<file path="src/rtl/sale_entry_ctrl_if.sv">
// Lookup channel between the sale entry controller (master) and the item price table (slave).
interface sale_entry_ctrl_if #(
    parameter int DIGITS  = 4,
    parameter int PRICE_W = 10
);
    // Handshake: the master raises lookup_req together with lookup_code and holds both stable
    // until the slave answers with a one-cycle lookup_ack; lookup_hit and lookup_price are
    // meaningful only in the lookup_ack cycle, and lookup_req drops the cycle after it.
    logic                lookup_req;
    logic [2*DIGITS-1:0] lookup_code;
    logic                lookup_ack;
    logic                lookup_hit;
    logic [PRICE_W-1:0]  lookup_price;

    modport master (
        output lookup_req, lookup_code,
        input  lookup_ack, lookup_hit, lookup_price
    );

    modport slave (
        input  lookup_req, lookup_code,
        output lookup_ack, lookup_hit, lookup_price
    );
endinterface

</file>
<file path="src/rtl/sale_entry_ctrl.sv">
// Front-panel sale entry: debounced keys build a barcode, a request/acknowledge lookup
// fetches its price, and hits accumulate into a saturating sale total.
module sale_entry_ctrl #(
    parameter int DIGITS     = 4,
    parameter int DEB_CYCLES = 4,
    parameter int TIMEOUT    = 16,
    parameter int PRICE_W    = 10,
    parameter int TOTAL_W    = 14
) (
    input  logic                CLOCK_50,
    input  logic                RESET,
    input  logic [3:0]          KEY,
    input  logic [2:0]          SW,
    sale_entry_ctrl_if.master   bus,
    output logic [2*DIGITS-1:0] entry_code,
    output logic [2:0]          digit_count,
    output logic [TOTAL_W-1:0]  total,
    output logic [7:0]          item_count,
    output logic                err,
    output logic                busy,
    output logic [2:0]          fsm_state
);
    typedef enum logic [2:0] {
        IDLE  = 3'd0,
        ENTRY = 3'd1,
        REQ   = 3'd2,
        WAIT  = 3'd3,
        ERROR = 3'd4
    } state_t;

    localparam int         CW   = $clog2(DEB_CYCLES + 1);
    localparam int         WW   = $clog2(TIMEOUT + 1);
    localparam logic [2:0] FULL = 3'(DIGITS);

    state_t              state, next_state;
    logic [3:0]          key_s1, key_s2, armed, fire, key_pulse;
    logic [CW-1:0]       low_cnt [4];
    logic [1:0]          sw_s1, sw_s2;
    logic                unused_sw;
    logic                sel_p, dig_p, full, confirm, checkout;
    logic [1:0]          dig_val;
    logic [WW-1:0]       wait_cnt;
    logic [2*DIGITS-1:0] code_q;
    logic [TOTAL_W:0]    sum;
    logic [TOTAL_W-1:0]  sat_total;

    assign unused_sw = SW[1];

    // A key is armed only after it has been seen released, so a key held through reset cannot fire.
    always_ff @(posedge CLOCK_50 or posedge RESET) begin
        if (RESET) begin
            key_s1    <= '0;
            key_s2    <= '0;
            sw_s1     <= '0;
            sw_s2     <= '0;
            armed     <= '0;
            key_pulse <= '0;
            for (int i = 0; i < 4; i++) low_cnt[i] <= '0;
        end else begin
            key_s1    <= KEY;
            key_s2    <= key_s1;
            sw_s1     <= {SW[2], SW[0]};
            sw_s2     <= sw_s1;
            key_pulse <= fire;
            for (int i = 0; i < 4; i++) begin
                if (key_s2[i]) begin
                    low_cnt[i] <= '0;
                    armed[i]   <= 1'b1;
                end else if (low_cnt[i] != CW'(DEB_CYCLES)) begin
                    low_cnt[i] <= low_cnt[i] + CW'(1);
                end
            end
        end
    end

    always_comb begin
        fire = '0;
        for (int i = 0; i < 4; i++)
            fire[i] = armed[i] & ~key_s2[i] & (low_cnt[i] == CW'(DEB_CYCLES - 1));
    end

    assign sel_p     = key_pulse[0];
    assign dig_p     = ~key_pulse[0] & (|key_pulse[3:1]);
    assign dig_val   = key_pulse[3] ? 2'd1 : (key_pulse[2] ? 2'd2 : 2'd3);
    assign confirm   = sw_s2[0];
    assign checkout  = sw_s2[1];
    assign full      = (digit_count == FULL);
    assign sum       = {1'b0, total} + (TOTAL_W + 1)'(bus.lookup_price);
    assign sat_total = sum[TOTAL_W] ? '1 : sum[TOTAL_W-1:0];

    always_ff @(posedge CLOCK_50 or posedge RESET) begin
        if (RESET) state <= IDLE;
        else       state <= next_state;
    end

    always_comb begin
        next_state = state;
        case (state)
            IDLE, ENTRY: begin
                if (sel_p) begin
                    if (confirm) next_state = full ? REQ : ERROR;
                    else         next_state = IDLE;
                end else if (dig_p && !full) begin
                    next_state = ENTRY;
                end
            end
            REQ:   next_state = WAIT;
            WAIT: begin
                if (bus.lookup_ack)                        next_state = bus.lookup_hit ? IDLE : ERROR;
                else if (wait_cnt == WW'(TIMEOUT - 1))     next_state = ERROR;
            end
            ERROR: if (sel_p) next_state = IDLE;
            default: next_state = IDLE;
        endcase
    end

    always_comb begin
        bus.lookup_req = 1'b0;
        busy           = 1'b0;
        err            = 1'b0;
        case (state)
            REQ, WAIT: begin
                bus.lookup_req = 1'b1;
                busy           = 1'b1;
            end
            ERROR:   err = 1'b1;
            default: ;
        endcase
    end

    assign bus.lookup_code = code_q;
    assign fsm_state       = state;

    // Entry, lookup code and sale totals; the entry stays visible while in ERROR.
    always_ff @(posedge CLOCK_50 or posedge RESET) begin
        if (RESET) begin
            entry_code  <= '0;
            digit_count <= '0;
            total       <= '0;
            item_count  <= '0;
            code_q      <= '0;
            wait_cnt    <= '0;
        end else begin
            case (state)
                IDLE, ENTRY: begin
                    if (sel_p) begin
                        if (confirm) begin
                            if (full) code_q <= entry_code;
                        end else begin
                            entry_code  <= '0;
                            digit_count <= '0;
                            if (checkout) begin
                                total      <= '0;
                                item_count <= '0;
                            end
                        end
                    end else if (dig_p && !full) begin
                        entry_code  <= {entry_code[2*DIGITS-3:0], dig_val};
                        digit_count <= digit_count + 3'd1;
                    end
                end
                REQ: wait_cnt <= '0;
                WAIT: begin
                    wait_cnt <= wait_cnt + WW'(1);
                    if (bus.lookup_ack && bus.lookup_hit) begin
                        total       <= sat_total;
                        item_count  <= item_count + 8'd1;
                        entry_code  <= '0;
                        digit_count <= '0;
                    end
                end
                ERROR: begin
                    if (sel_p) begin
                        entry_code  <= '0;
                        digit_count <= '0;
                    end
                end
                default: ;
            endcase
        end
    end
endmodule

</file>
<file path="src/flat_wrapper.sv">
// flat-port wrapper written by rule: the top's interface ports become plain ports
module sale_entry_ctrl_flat 
#(
    parameter int DIGITS     = 4,
    parameter int DEB_CYCLES = 4,
    parameter int TIMEOUT    = 16,
    parameter int PRICE_W    = 10,
    parameter int TOTAL_W    = 14
)
  (CLOCK_50, RESET, KEY, SW, entry_code, digit_count, total, item_count, err, busy, fsm_state, bus_lookup_req, bus_lookup_code, bus_lookup_ack, bus_lookup_hit, bus_lookup_price);
  sale_entry_ctrl_if #(.DIGITS(DIGITS), .PRICE_W(PRICE_W)) bus_i ();
  input  logic CLOCK_50;
  input  logic RESET;
  input  logic [3:0] KEY;
  input  logic [2:0] SW;
  output logic [2*DIGITS-1:0] entry_code;
  output logic [2:0] digit_count;
  output logic [TOTAL_W-1:0] total;
  output logic [7:0] item_count;
  output logic err;
  output logic busy;
  output logic [2:0] fsm_state;
  output wire logic [$bits(bus_i.lookup_req)-1:0] bus_lookup_req;
  output wire logic [$bits(bus_i.lookup_code)-1:0] bus_lookup_code;
  input wire logic [$bits(bus_i.lookup_ack)-1:0] bus_lookup_ack;
  input wire logic [$bits(bus_i.lookup_hit)-1:0] bus_lookup_hit;
  input wire logic [$bits(bus_i.lookup_price)-1:0] bus_lookup_price;
  assign bus_lookup_req = bus_i.lookup_req;
  assign bus_lookup_code = bus_i.lookup_code;
  assign bus_i.lookup_ack = bus_lookup_ack;
  assign bus_i.lookup_hit = bus_lookup_hit;
  assign bus_i.lookup_price = bus_lookup_price;
  sale_entry_ctrl #(.DIGITS(DIGITS), .DEB_CYCLES(DEB_CYCLES), .TIMEOUT(TIMEOUT), .PRICE_W(PRICE_W), .TOTAL_W(TOTAL_W)) u_core (.CLOCK_50(CLOCK_50), .RESET(RESET), .KEY(KEY), .SW(SW), .bus(bus_i), .entry_code(entry_code), .digit_count(digit_count), .total(total), .item_count(item_count), .err(err), .busy(busy), .fsm_state(fsm_state));
endmodule
</file>
<file path="config.mk">
export PLATFORM = sky130hd
export DESIGN_NAME = sale_entry_ctrl_flat
export DESIGN_NICKNAME = d
export VERILOG_FILES = /design/src/rtl/sale_entry_ctrl_if.sv /design/src/rtl/sale_entry_ctrl.sv /design/src/flat_wrapper.sv
export SDC_FILE = /design/constraint.sdc
export NUM_CORES = 1
export LEC_CHECK = 0
export CAP_MARGIN = 20
export CORE_MARGIN = 8
export CORE_UTILIZATION = 50
export CTS_BUF_LIST = sky130_fd_sc_hd__clkbuf_8
export DETAILED_ROUTE_END_ITERATION = 8
export PLACE_DENSITY = 0.85
export SKIP_LAST_GASP = 1
export SLEW_MARGIN = 20
export SYNTH_ARGS = -nofsm -noshare
export SYNTH_HDL_FRONTEND = slang
export SYNTH_SLANG_ARGS = --single-unit
export TNS_END_PERCENT = 5
</file>
<file path="constraint.sdc">
create_clock -name CLOCK_50 -period 2.91 [get_ports CLOCK_50]
set_input_delay 0.582 -clock CLOCK_50 [delete_from_list [all_inputs] [get_ports CLOCK_50]]
set_output_delay 0.582 -clock CLOCK_50 [all_outputs]
set_load 0.01 [all_outputs]
</file>
==> run metrics <==
run status completed; post-CTS setup buffer count 0; vias in the first global route 3300; CTS root buffer clkbuf_8; ant diodes 0; final hold vios 0; die height 106 um; Hold Crit Class register to register; CTS HTree Levels 3; GPL Wtd Cong 0.828; Hold Path Stages 0; Gate power share 32.2%; nets 515; Synth Register Bits 81; Max transition margin 55.6%; clock slew at reported path FFs 80 ps; Psw 1220 uW; num ports 68; total gr overflow 0; Final ANT Viol Nets 0; Reg area 2030 sq um; proportion of layout cells with a drive suffix above 1 10.6%; worst hold slack 352 ps; hold_sp u_core.sw_s1[0]$_DFF_PP0_; Cell Int Power 2500 uW; Hold-fix buffers, CTS 0; Async SR Flop Fraction 100%; Placed Area 4870 sq um; fin crit share 92.4%; setup TNS 0 ps; number of I/O port buffers 66; final setup vio count 0; WS Path Type register to primary output; Worst R2R Start u_core.total[0]$_DFFE_PP0P_; Post-synth EDFFs 0; Hold Path Sink u_core.sw_s2[0]$_DFF_PP0_; largest cells by area after synthesis dfrtp_1 (50%), ha_1 (8.3%), nand2_1 (3.9%); post-synth top area share 49.8%; register area share after synthesis 49.8%; initial core utilization 50.6%; synth warn 0; Max Transition Viols Final 0; min Tclk post-route 2690 ps; crit path max fanout 9; via/cell ratio 5.52; Pleak 0.00234 uW; FF-to-FF End u_core.total[1]$_DFFE_PP0P_; DP Wirelength 6.44 mm; syn_area_per_cell 10.3 sq um; Sw Ratio 32.7%; post-CTS sizing 0; initial antenna violation count 0; WL/cell 15.4 um; Fmax 372 MHz; CTS Buf Count 9; beginning of the critical path u_core.fsm_state[2]$_DFFE_PP0P_; Die Wd 106 um; gr usage total 16.2%; first-pass GRT wire length 15.1 mm; Post-Synthesis Cell Area 4070 sq um; dominant synthesized flop cell dfrtp_1; CTS tree built; R2R depth 8; largest net degree at the start of global routing 55; Worst setup SP type register; Initial DRC Count 109; crit path DAT 2110 ps; reg-to-reg slack, setup 500 ps; fillers 633; CTS max path bufs 2; Post-Synthesis Cells 395; # DRC 0; final instance area 5110 sq um; Routed Wire Length 8.89 mm; CTS sink count 81; multi-input logic area 1890 sq um; Post-Syn Nets 444; DR pass1 iterations 4; Seq pwr share 42.0%; Area growth syn-to-layout 25.5%; critical path, cell by cell nand2b_1 > clkinv_1 > clkdlybuf4s50_1; row count 33; maxcap violations 0; Max VDD drop 0.367 mV; crit-path max cell delay 560 ps; CP max-delay cell clkdlybuf4s50_1; P per Cell Area 729 nW/um^2; clock share of power 25.8%; Slew @ Worst Pin 664 ps; core box area 8050 sq um; CP endpoint kind primary output; vias post-DR 3182; RSZ-0062 raised after global routing false; synth unique cells 55; Worst Path Required 2330 ps; Fin Clk Skew 8.95 ps; Worst-Skew Late Latency 350 ps; die area 11300 sq um; largest area contributor in the netlist dfrtp_1
==> routing by layer <==
layer  routed length [um]  share of wire, %  GRT usage [%]
met2                 4550                51           27.6
met1                 3820                43           19.3
met3                  391               4.4           4.11
met4                  132               1.5           6.43
met5                    0                 0              0
==> area by class of cell <==
| class | instances | area share, % |
|---|---|---|
| flip-flops and latches | 81 | 39.7 |
| multi-input cells | 276 | 37.0 |
| repair buffers | 74 | 14.4 |
| well taps | 105 | 2.57 |
| clock buffers | 9 | 2.43 |
| clock inverters | 7 | 2.18 |
| inverters | 24 | 1.79 |
==> worst max-delay path by stage <==
stage / slack, ps / depth (start not counted) / end
2_1_floorplan: 250 / 1 / u_core.armed[0]$_DFFE_PP0P_
3_3_place_gp: 5 / 9 / u_core.total[0]$_DFFE_PP0P_
3_5_place_dp: -70 / 9 / u_core.total[1]$_DFFE_PP0P_
4_1_cts: 210 / 3 / busy
5_1_grt: 40 / 3 / bus_lookup_req
6_report: 220 / 3 / bus_lookup_req
==> cell usage after synthesis, types with 2 or more instances <==
library cell and n:
o211ai_1 2, xnor2_1 11, inv_1 23, or3_1 3, a41oi_1 2, nand4_1 4, dfrtp_1 81, and2_1 2
nand2b_1 3, a21boi_0 2, a221oi_1 2, o31ai_1 10, nand3_1 11, a31oi_1 3, mux2_2 9, nor2_1 21
buf_2 2, nor3_1 4, nand2_1 42, nor4_1 2, ha_1 27, xor2_1 5, a21o_1 6, o21ai_0 31
clkbuf_1 9, o21a_1 3, and3_1 3, and3b_1 4, buf_4 2, a211oi_1 5, a21oi_1 29, or2_2 9
==> flip-flops by register name (all words and copies together), names as in the netlist <==
name and count:
u_core.total 14, u_core.entry_code 8, u_core.key_s1 4, u_core.bus.lookup_code 8, u_core.sw_s1 2, u_core.key_s2 4
u_core.digit_count 3, u_core.item_count 8, u_core.armed 4, u_core.fsm_state 3, u_core.sw_s2 2, u_core.key_pulse 4
u_core.low_cnt 12, u_core.wait_cnt 5
==> layout by cell type (no fill, tap or decap), drive strengths merged, types with 2 or more instances in the layout <==
| cell | count |
|---|---|
| a31oi | 3 |
| a221oi | 2 |
| xor2 | 5 |
| o31ai | 10 |
| nand4 | 4 |
| nand3 | 11 |
| bufinv | 3 |
| buf | 8 |
| clkinv | 4 |
| a41oi | 2 |
| mux2 | 9 |
| nand2b | 3 |
| dfrtp | 81 |
| nor2 | 22 |
| and2 | 3 |
| inv | 24 |
| and3 | 3 |
| ha | 27 |
| xnor2 | 11 |
| nor3 | 4 |
| and3b | 4 |
| a211oi | 5 |
| nand2 | 42 |
| a21boi | 2 |
| clkdlybuf4s50 | 66 |
| a21oi | 30 |
| or2 | 9 |
| o211ai | 2 |
| or3 | 3 |
| a21o | 6 |
| o21ai | 32 |
| o21a | 3 |
| nor4 | 3 |
| clkbuf | 9 |
==> logic make-up after synthesis <==
logic type / Yosys count / synth area share, %
and+or+nand+nor: 115 / 14.6
AOI/OAI and AO/OA: 107 / 16.8
DFF: 81 / 49.8
buffers and inverters: 38 / 3.78
adders and majority gates: 28 / 8.79
xor gates and xnor gates: 16 / 3.44
muxes: 10 / 2.74
==> critical path: cells and delay by family (launching register included) <==
family	cells	cell delay (ps)
and+or+nand+nor	1	380
buffers and inverters	2	870
DFF	1	510
==> stage by stage <==
stage | setup slack [ps] | power (uW) | util [%] | cells
3_5_place_dp | -66.0 | 2780 | 60.5 | 560
3_3_place_gp | 4.73 | 2700 | 60.5 | 560
5_1_grt | 44.5 | 3970 | 63.4 | 576
6_report | 220 | 3720 | 63.4 | 576
4_1_cts | 209 | 3750 | 63.4 | 576
2_1_floorplan | 248 | 2280 | - | 395
==> power by group through the flow <==
stage / clock network [uW] / logic (uW) / registers (uW)
6_report: 960 / 1200 / 1560
5_1_grt: 1030 / 1350 / 1600
4_1_cts: 978 / 1210 / 1560
3_5_place_dp: 0 / 1200 / 1580
3_3_place_gp: 0 / 1130 / 1560
2_1_floorplan: 0 / 703 / 1580
Power figures use the tool's default switching activity.
